**src/rtl/icache_fetch_responder.sv**
```systemverilog
// -----------------------------------------------------------------------------
// icache_fetch_responder
//
// Direct-mapped instruction cache sitting between the fetch stage and a
// 128-bit-block instruction memory. A lookup hit returns the instruction in
// the same cycle. A miss stalls fetch, reads the whole block from memory and
// then re-evaluates the request, which hits.
//
// Ports:
//   CLK           clock, all state changes on posedge
//   RESET         asynchronous active-low reset
//   READ          fetch request valid
//   ADDRESS       byte address of the instruction (bits [1:0] ignored)
//   INSTRUCTION   instruction word, valid when READ=1 and BUSYWAIT=0
//   BUSYWAIT      stall to the fetch stage
//   MEM_READ      block read request to instruction memory
//   MEM_ADDRESS   block address ADDRESS[31:4] of the missing line
//   MEM_READDATA  refill block, word k in bits [32k+31:32k]
//   MEM_BUSYWAIT  memory busy; data valid in a cycle where it is low
//   HIT_COUNT     (ICACHE_STATS_EN only) saturating count of lookup hits
//   MISS_COUNT    (ICACHE_STATS_EN only) saturating count of refills started
//
// Parameters:
//   LINES          number of cache lines (power of 2, at least 2)
//   MEM_LAT_CHECK  when nonzero, a simulation check flags a memory that
//                  answers in the first refill cycle
//
// Optional feature macro: ICACHE_STATS_EN adds the hit/miss counters.
// -----------------------------------------------------------------------------
module icache_fetch_responder #(
  parameter int LINES         = 8,
  parameter int MEM_LAT_CHECK = 0
) (
  input  logic         CLK,
  input  logic         RESET,
  input  logic         READ,
  input  logic [31:0]  ADDRESS,
  output logic [31:0]  INSTRUCTION,
  output logic         BUSYWAIT,
  output logic         MEM_READ,
  output logic [27:0]  MEM_ADDRESS,
  input  logic [127:0] MEM_READDATA,
  input  logic         MEM_BUSYWAIT
`ifdef ICACHE_STATS_EN
  ,
  output logic [31:0]  HIT_COUNT,
  output logic [31:0]  MISS_COUNT
`endif
);

  localparam int IW = $clog2(LINES);
  localparam int TW = 28 - IW;

  typedef enum logic [0:0] {
    IDLE   = 1'b0,
    REFILL = 1'b1
  } state_t;

  state_t             state_r;
  logic [LINES-1:0]   valid_r;
  logic [TW-1:0]      tag_r  [LINES];
  logic [127:0]       data_r [LINES];
  logic [27:0]        miss_addr_r;
  logic               mem_read_r;
  logic [31:0]        instr_r;

  logic [IW-1:0]      index_s;
  logic [TW-1:0]      tag_s;
  logic [1:0]         offset_s;
  logic [127:0]       line_s;
  logic [31:0]        word_s;
  logic               hit_s;
  logic               refill_done_s;
  logic [IW-1:0]      fill_index_s;
  logic [TW-1:0]      fill_tag_s;
  logic               unused_s;

  assign index_s      = ADDRESS[4 +: IW];
  assign tag_s        = ADDRESS[31 -: TW];
  assign offset_s     = ADDRESS[3:2];
  assign fill_index_s = miss_addr_r[IW-1:0];
  assign fill_tag_s   = miss_addr_r[27 -: TW];
  assign line_s       = data_r[index_s];
  // Byte-offset bits are not needed for word-aligned fetches.
  assign unused_s     = ^ADDRESS[1:0];

  // Lookup: word select and combinational hit detection, only meaningful in IDLE.
  always_comb begin
    word_s = 32'h0;
    hit_s  = 1'b0;
    case (offset_s)
      2'd0:    word_s = line_s[31:0];
      2'd1:    word_s = line_s[63:32];
      2'd2:    word_s = line_s[95:64];
      2'd3:    word_s = line_s[127:96];
      default: word_s = 32'h0;
    endcase
    if ((state_r == IDLE) && READ && valid_r[index_s] && (tag_r[index_s] == tag_s)) begin
      hit_s = 1'b1;
    end else begin
      hit_s = 1'b0;
    end
  end

  assign refill_done_s = (state_r == REFILL) && !MEM_BUSYWAIT;

  // A hit forwards the array word directly; otherwise the last delivered word holds.
  assign INSTRUCTION = hit_s ? word_s : instr_r;
  // Gated by RESET so the stall drops asynchronously with reset, like MEM_READ.
  assign BUSYWAIT    = RESET & ((state_r == REFILL) | (READ & ~hit_s));
  assign MEM_READ    = mem_read_r;
  assign MEM_ADDRESS = miss_addr_r;

  // Control FSM: miss detection, refill tracking, valid bits and held instruction.
  always_ff @(posedge CLK or negedge RESET) begin
    if (!RESET) begin
      state_r     <= IDLE;
      valid_r     <= {LINES{1'b0}};
      miss_addr_r <= 28'h0;
      mem_read_r  <= 1'b0;
      instr_r     <= 32'h0;
    end else begin
      case (state_r)
        IDLE: begin
          if (hit_s) begin
            instr_r <= word_s;
          end else if (READ) begin
            // Block address is frozen here so later ADDRESS changes cannot disturb the refill.
            state_r     <= REFILL;
            miss_addr_r <= ADDRESS[31:4];
            mem_read_r  <= 1'b1;
          end else begin
            state_r <= IDLE;
          end
        end
        REFILL: begin
          if (!MEM_BUSYWAIT) begin
            valid_r[fill_index_s] <= 1'b1;
            mem_read_r            <= 1'b0;
            state_r               <= IDLE;
          end else begin
            state_r <= REFILL;
          end
        end
        default: begin
          state_r    <= IDLE;
          mem_read_r <= 1'b0;
        end
      endcase
    end
  end

  // Line storage: data and tag are written unconditionally on refill completion (evicting any occupant).
  always_ff @(posedge CLK) begin
    if (refill_done_s) begin
      data_r[fill_index_s] <= MEM_READDATA;
      tag_r[fill_index_s]  <= fill_tag_s;
    end
  end

`ifdef ICACHE_STATS_EN
  logic [31:0] hit_count_r;
  logic [31:0] miss_count_r;

  // Saturating hit and miss counters.
  always_ff @(posedge CLK or negedge RESET) begin
    if (!RESET) begin
      hit_count_r  <= 32'h0;
      miss_count_r <= 32'h0;
    end else begin
      if (hit_s && (hit_count_r != 32'hFFFF_FFFF)) begin
        hit_count_r <= hit_count_r + 32'd1;
      end else begin
        hit_count_r <= hit_count_r;
      end
      if ((state_r == IDLE) && READ && !hit_s && (miss_count_r != 32'hFFFF_FFFF)) begin
        miss_count_r <= miss_count_r + 32'd1;
      end else begin
        miss_count_r <= miss_count_r;
      end
    end
  end

  assign HIT_COUNT  = hit_count_r;
  assign MISS_COUNT = miss_count_r;
`endif

  if (MEM_LAT_CHECK != 0) begin : g_lat_check
    // The memory must still be busy in the first cycle MEM_READ is seen high.
    a_min_latency: assert property (@(posedge CLK) disable iff (!RESET)
                                    $rose(MEM_READ) |-> MEM_BUSYWAIT)
      else $error("instruction memory answered in the first refill cycle");
  end

endmodule

```
**config.mk**
```make
export PLATFORM = sky130hd
export DESIGN_NAME = icache_fetch_responder
export DESIGN_NICKNAME = d
export VERILOG_FILES = /design/src/rtl/icache_fetch_responder.sv
export SDC_FILE = /design/constraint.sdc
export NUM_CORES = 1
export LEC_CHECK = 0
export CAP_MARGIN = 20
export CELL_PAD_IN_SITES_DETAIL_PLACEMENT = 0
export CELL_PAD_IN_SITES_GLOBAL_PLACEMENT = 1
export CORE_ASPECT_RATIO = 2
export CORE_MARGIN = 2
export CORE_UTILIZATION = 50
export CTS_BUF_LIST = sky130_fd_sc_hd__clkbuf_8
export CTS_CLUSTER_SIZE = 25
export DETAILED_ROUTE_END_ITERATION = 16
export PLACE_DENSITY = 0.71
export REMOVE_ABC_BUFFERS = 1
export SYNTH_ARGS = -nofsm -noshare
export SYNTH_HDL_FRONTEND = slang
export SYNTH_SLANG_ARGS = --single-unit
```
**constraint.sdc**
```tcl
create_clock -name CLK -period 22.8 [get_ports CLK]
set_input_delay 4.56 -clock CLK [delete_from_list [all_inputs] [get_ports CLK]]
set_output_delay 4.56 -clock CLK [all_outputs]
set_load 0.1 [all_outputs]
```
==> results.sh <==
export IMPL_outcome="completed"
export IMPL_nets=2548
export IMPL_min_path_type="flop to flop"
export IMPL_num_io_pins=226
export IMPL_worstHoldStart="valid_r[7]$_DFFE_PN0P_"
export IMPL_reg2reg_depth=5
export IMPL_die_height_um=450.3
export IMPL_cts_tree="yes"
export IMPL_async_flop_share_pct=5.410
export IMPL_fmax_mhz=66.61
export IMPL_seqPwrFrac_pct=57.0
export IMPL_critPathMaxStageDelay_ps=1160
export IMPL_yosys_area_top_type="edfxtp_1"
export IMPL_clk_pin_slew_ps=70
export IMPL_min_period_ps=15010
export IMPL_grt_max_degree=130
export IMPL_hold_depth=1
export IMPL_initial_core_util_pct=50.45
export IMPL_worstPathCellList="buf_8 -> buf_4 -> buf_4 -> mux4_2 -> mux2i_1 -> xor2_1 -> o2111ai_1 -> nor4_1 -> nand4_1 -> buf_12 -> mux2_1 -> clkdlybuf4s50_1"
export IMPL_drive_above_1_share_pct=29.40
export IMPL_p_clk_share_pct=34.1
export IMPL_crit_start="ADDRESS[5]"
export IMPL_gp_congestion=0.7113
export IMPL_p_int_mw=3.731
export IMPL_cts_root_buffer="clkbuf_8"
export IMPL_syn_area_per_cell_um2=24.26
export IMPL_yosysSeqAreaShare_pct=77.33
export IMPL_worstSetupPathType="primary input to output pin"
export IMPL_relSlewSlack_pct=26.06
export IMPL_p_leak_nw=18.61
export IMPL_placed_cell_area_um2=53560
export IMPL_cpLargestDelayFamily="buffers and inverters"
export IMPL_yosys_most_used_dff="edfxtp_1"
export IMPL_row_count=163
export IMPL_overflow=0
export IMPL_rsz0062_at_grt="false"
export IMPL_grt_util_met1_pct=25.10
export IMPL_grt_util_met3_pct=5.834
export IMPL_crit_cells=12
export IMPL_cts_buffers=173
export IMPL_antenna_found_initial=27
export IMPL_dieArea_um2=102300
export IMPL_drcViolationCount=0
export IMPL_synth_edf_count=1224
export IMPL_power_density_nw_per_um2=85.45
export IMPL_postSynthRegisterBits=1294
export IMPL_clock_path_buffers=3
export IMPL_antenna_left=0
export IMPL_grt_pass1_vias=24696
export IMPL_finalSetupTns_ps=0
export IMPL_cp_common_cell="buf_4"
export IMPL_synth_top_cell_area_share_pct=73.81
export IMPL_dp_slack_ps=7643
export IMPL_top_usage_layer="met2"
export IMPL_whs_ps=470.0
export IMPL_vias=22330
export IMPL_switching_share_pct=23.35
export IMPL_cp_required_ps=18240
export IMPL_met2_usage_pct=37.50
export IMPL_syn_area_um2=49800
export IMPL_cts_resized=0
export IMPL_cts_htree_levels=4
export IMPL_cp_start_kind="primary input"
export IMPL_drt_iter0_markers=1538
export IMPL_cap_violations=0
export IMPL_clkLatencyLatePin_ps=860
export IMPL_cts_setup_buffers=0
export IMPL_cp_arrival_ps=10450
export IMPL_routed_wirelength_mm=104.3
export IMPL_period_share_pct=65.84
export IMPL_avgRoutedWirePerCell_um=27.07
export IMPL_combPwrFrac_pct=8.9
export IMPL_cp_end_kind="output pin"
export IMPL_die_x_um=227.2
export IMPL_vdd_ir_drop_max_mv=0.05145
export IMPL_setup_ws_ps=7788
export IMPL_portBuffers=223
export IMPL_fill_cells=7320
export IMPL_cts_hold_buf=0
export IMPL_dpl_hpwl_mm=52.89
export IMPL_synth_cell_types=37
export IMPL_crit_path_max_fanout=68
export IMPL_setup_viol=0
export IMPL_tightest_slew_ps=1109
export IMPL_yosys_top_cells_area="edfxtp_1 (74%), mux4_2 (15%), dfrtp_1 (3.5%)"
export IMPL_grt_pass1_wl_mm=156.1
export IMPL_r2r_start="state_r$_DFF_PN0_"
export IMPL_firstDrtPassIters=5
export IMPL_maxSlewViolCount=0
export IMPL_crit_buf_inv=5
export IMPL_yosys_warnings=0
export IMPL_slowest_stage="clkdlybuf4s50_1"
export IMPL_syn2layout_area_growth_pct=14.39
export IMPL_final_area_um2=56970
export IMPL_fin_skew_ps=24.47
export IMPL_grt_use_total_pct=21.23
export IMPL_final_hold_viol_count=0
export IMPL_vias_per_cell=5.797
export IMPL_cts_sinks=1294
export IMPL_synth_cells=2053
export IMPL_net_switching_power_mw=1.137
export IMPL_core_area_um2=98710
==> final timing paths <==
check / to / slack [ps]
worst max register to register: data_r[6][35]$_DFFE_PP_ / 18360
worst max-delay path: INSTRUCTION[10] / 7790
min in group asynchronous: MEM_ADDRESS[18]$_DFFE_PN0P_ / 3680
max in group asynchronous: instr_r[5]$_DFFE_PN0N_ / 17690
worst min register to register: valid_r[7]$_DFFE_PN0P_ / 470
worst min-delay path: valid_r[7]$_DFFE_PN0P_ / 470
==> final cells by class <==
| type | count | area [um2] | area share [%] |
|---|---|---|---|
| clock inverter | 120 | 643.1 | 1.129 |
| timing repair buffer | 259 | 2624 | 4.606 |
| tap | 1320 | 1652 | 2.899 |
| clock buffer | 195 | 2684 | 4.711 |
| sequential | 1294 | 38510 | 67.60 |
| multi-input combinational | 656 | 10840 | 19.02 |
| antenna | 8 | 20.02 | 0.03514 |
==> sequential cells by signal, indices dropped and copies added, names as in the netlist <==
signal and flops:
MEM_ADDRESS 28, MEM_READ 1, data_r 1024, instr_r 32, state_r 1, tag_r 200, valid_r 8
==> kinds of logic (layout without fill, tap and decap cells) <==
logic type	count (synthesis)	in the layout	synth area share, %
buf+inv	103	574	1.060
simple gates	54	54	0.6256
other cells	0	8	0
xor+xnor	18	18	0.3166
flops	1294	1294	77.33
mux	536	536	19.97
compound gates	48	48	0.6985
==> worst reg2reg max path: stages (launching register included) <==
cell      delay, ps
dfrtp_1         410
nand3b_1        330
nor2_4          820
buf_4           790
buf_4           780
buf_4           880
==> per-layer routing <==
metal  vias up  part of all wire (%)
li1       9473                     -
met1     11980                    37
met2       622                    54
met3       217                   6.1
met4        38                   2.3
met5         -                  0.22
==> power by group through the flow <==
stage	clock network (mW)	logic [mW]	registers, mW
after detailed placement	0	0.442	2.82
after floorplan	0	0.171	2.92
after global placement	0	0.435	2.81
after global routing	1.81	0.463	2.78
after CTS	1.72	0.443	2.77
final	1.66	0.434	2.77
==> Yosys cell counts (10+ instances only) <==
| library cell | count |
|---|---|
| buf_1 | 10 |
| mux4_2 | 342 |
| a22oi_1 | 18 |
| xor2_1 | 17 |
| mux2_1 | 19 |
| mux2_2 | 66 |
| edfxtp_1 | 1224 |
| mux2i_1 | 70 |
| mux2_4 | 39 |
| buf_2 | 44 |
| clkbuf_1 | 34 |
| dfrtp_1 | 70 |
==> through the flow <==
step | util [%] | total power [mW] | std cells
floorplan | - | 3.086 | 1950
CTS | 57.63 | 4.934 | 3842
global placement | 54.26 | 3.249 | 3527
finish | 57.71 | 4.868 | 3852
detailed placement | 54.26 | 3.266 | 3527
global route | 57.70 | 5.052 | 3849
==> placed cells by master, fill, tap and decap left out, types with 23 or more instances in the layout <==
cell,Yosys,routed
inv_1,0,59
clkinv_1,0,23
mux2_2,66,66
clkdlybuf4s50_1,0,217
clkinv_2,0,25
mux2i_1,70,70
buf_4,7,31
edfxtp_1,1224,1224
dfrtp_1,70,70
mux2_4,39,39
clkbuf_8,0,196
mux4_2,342,342
Note: power is estimated with default switching activity, not from simulation.
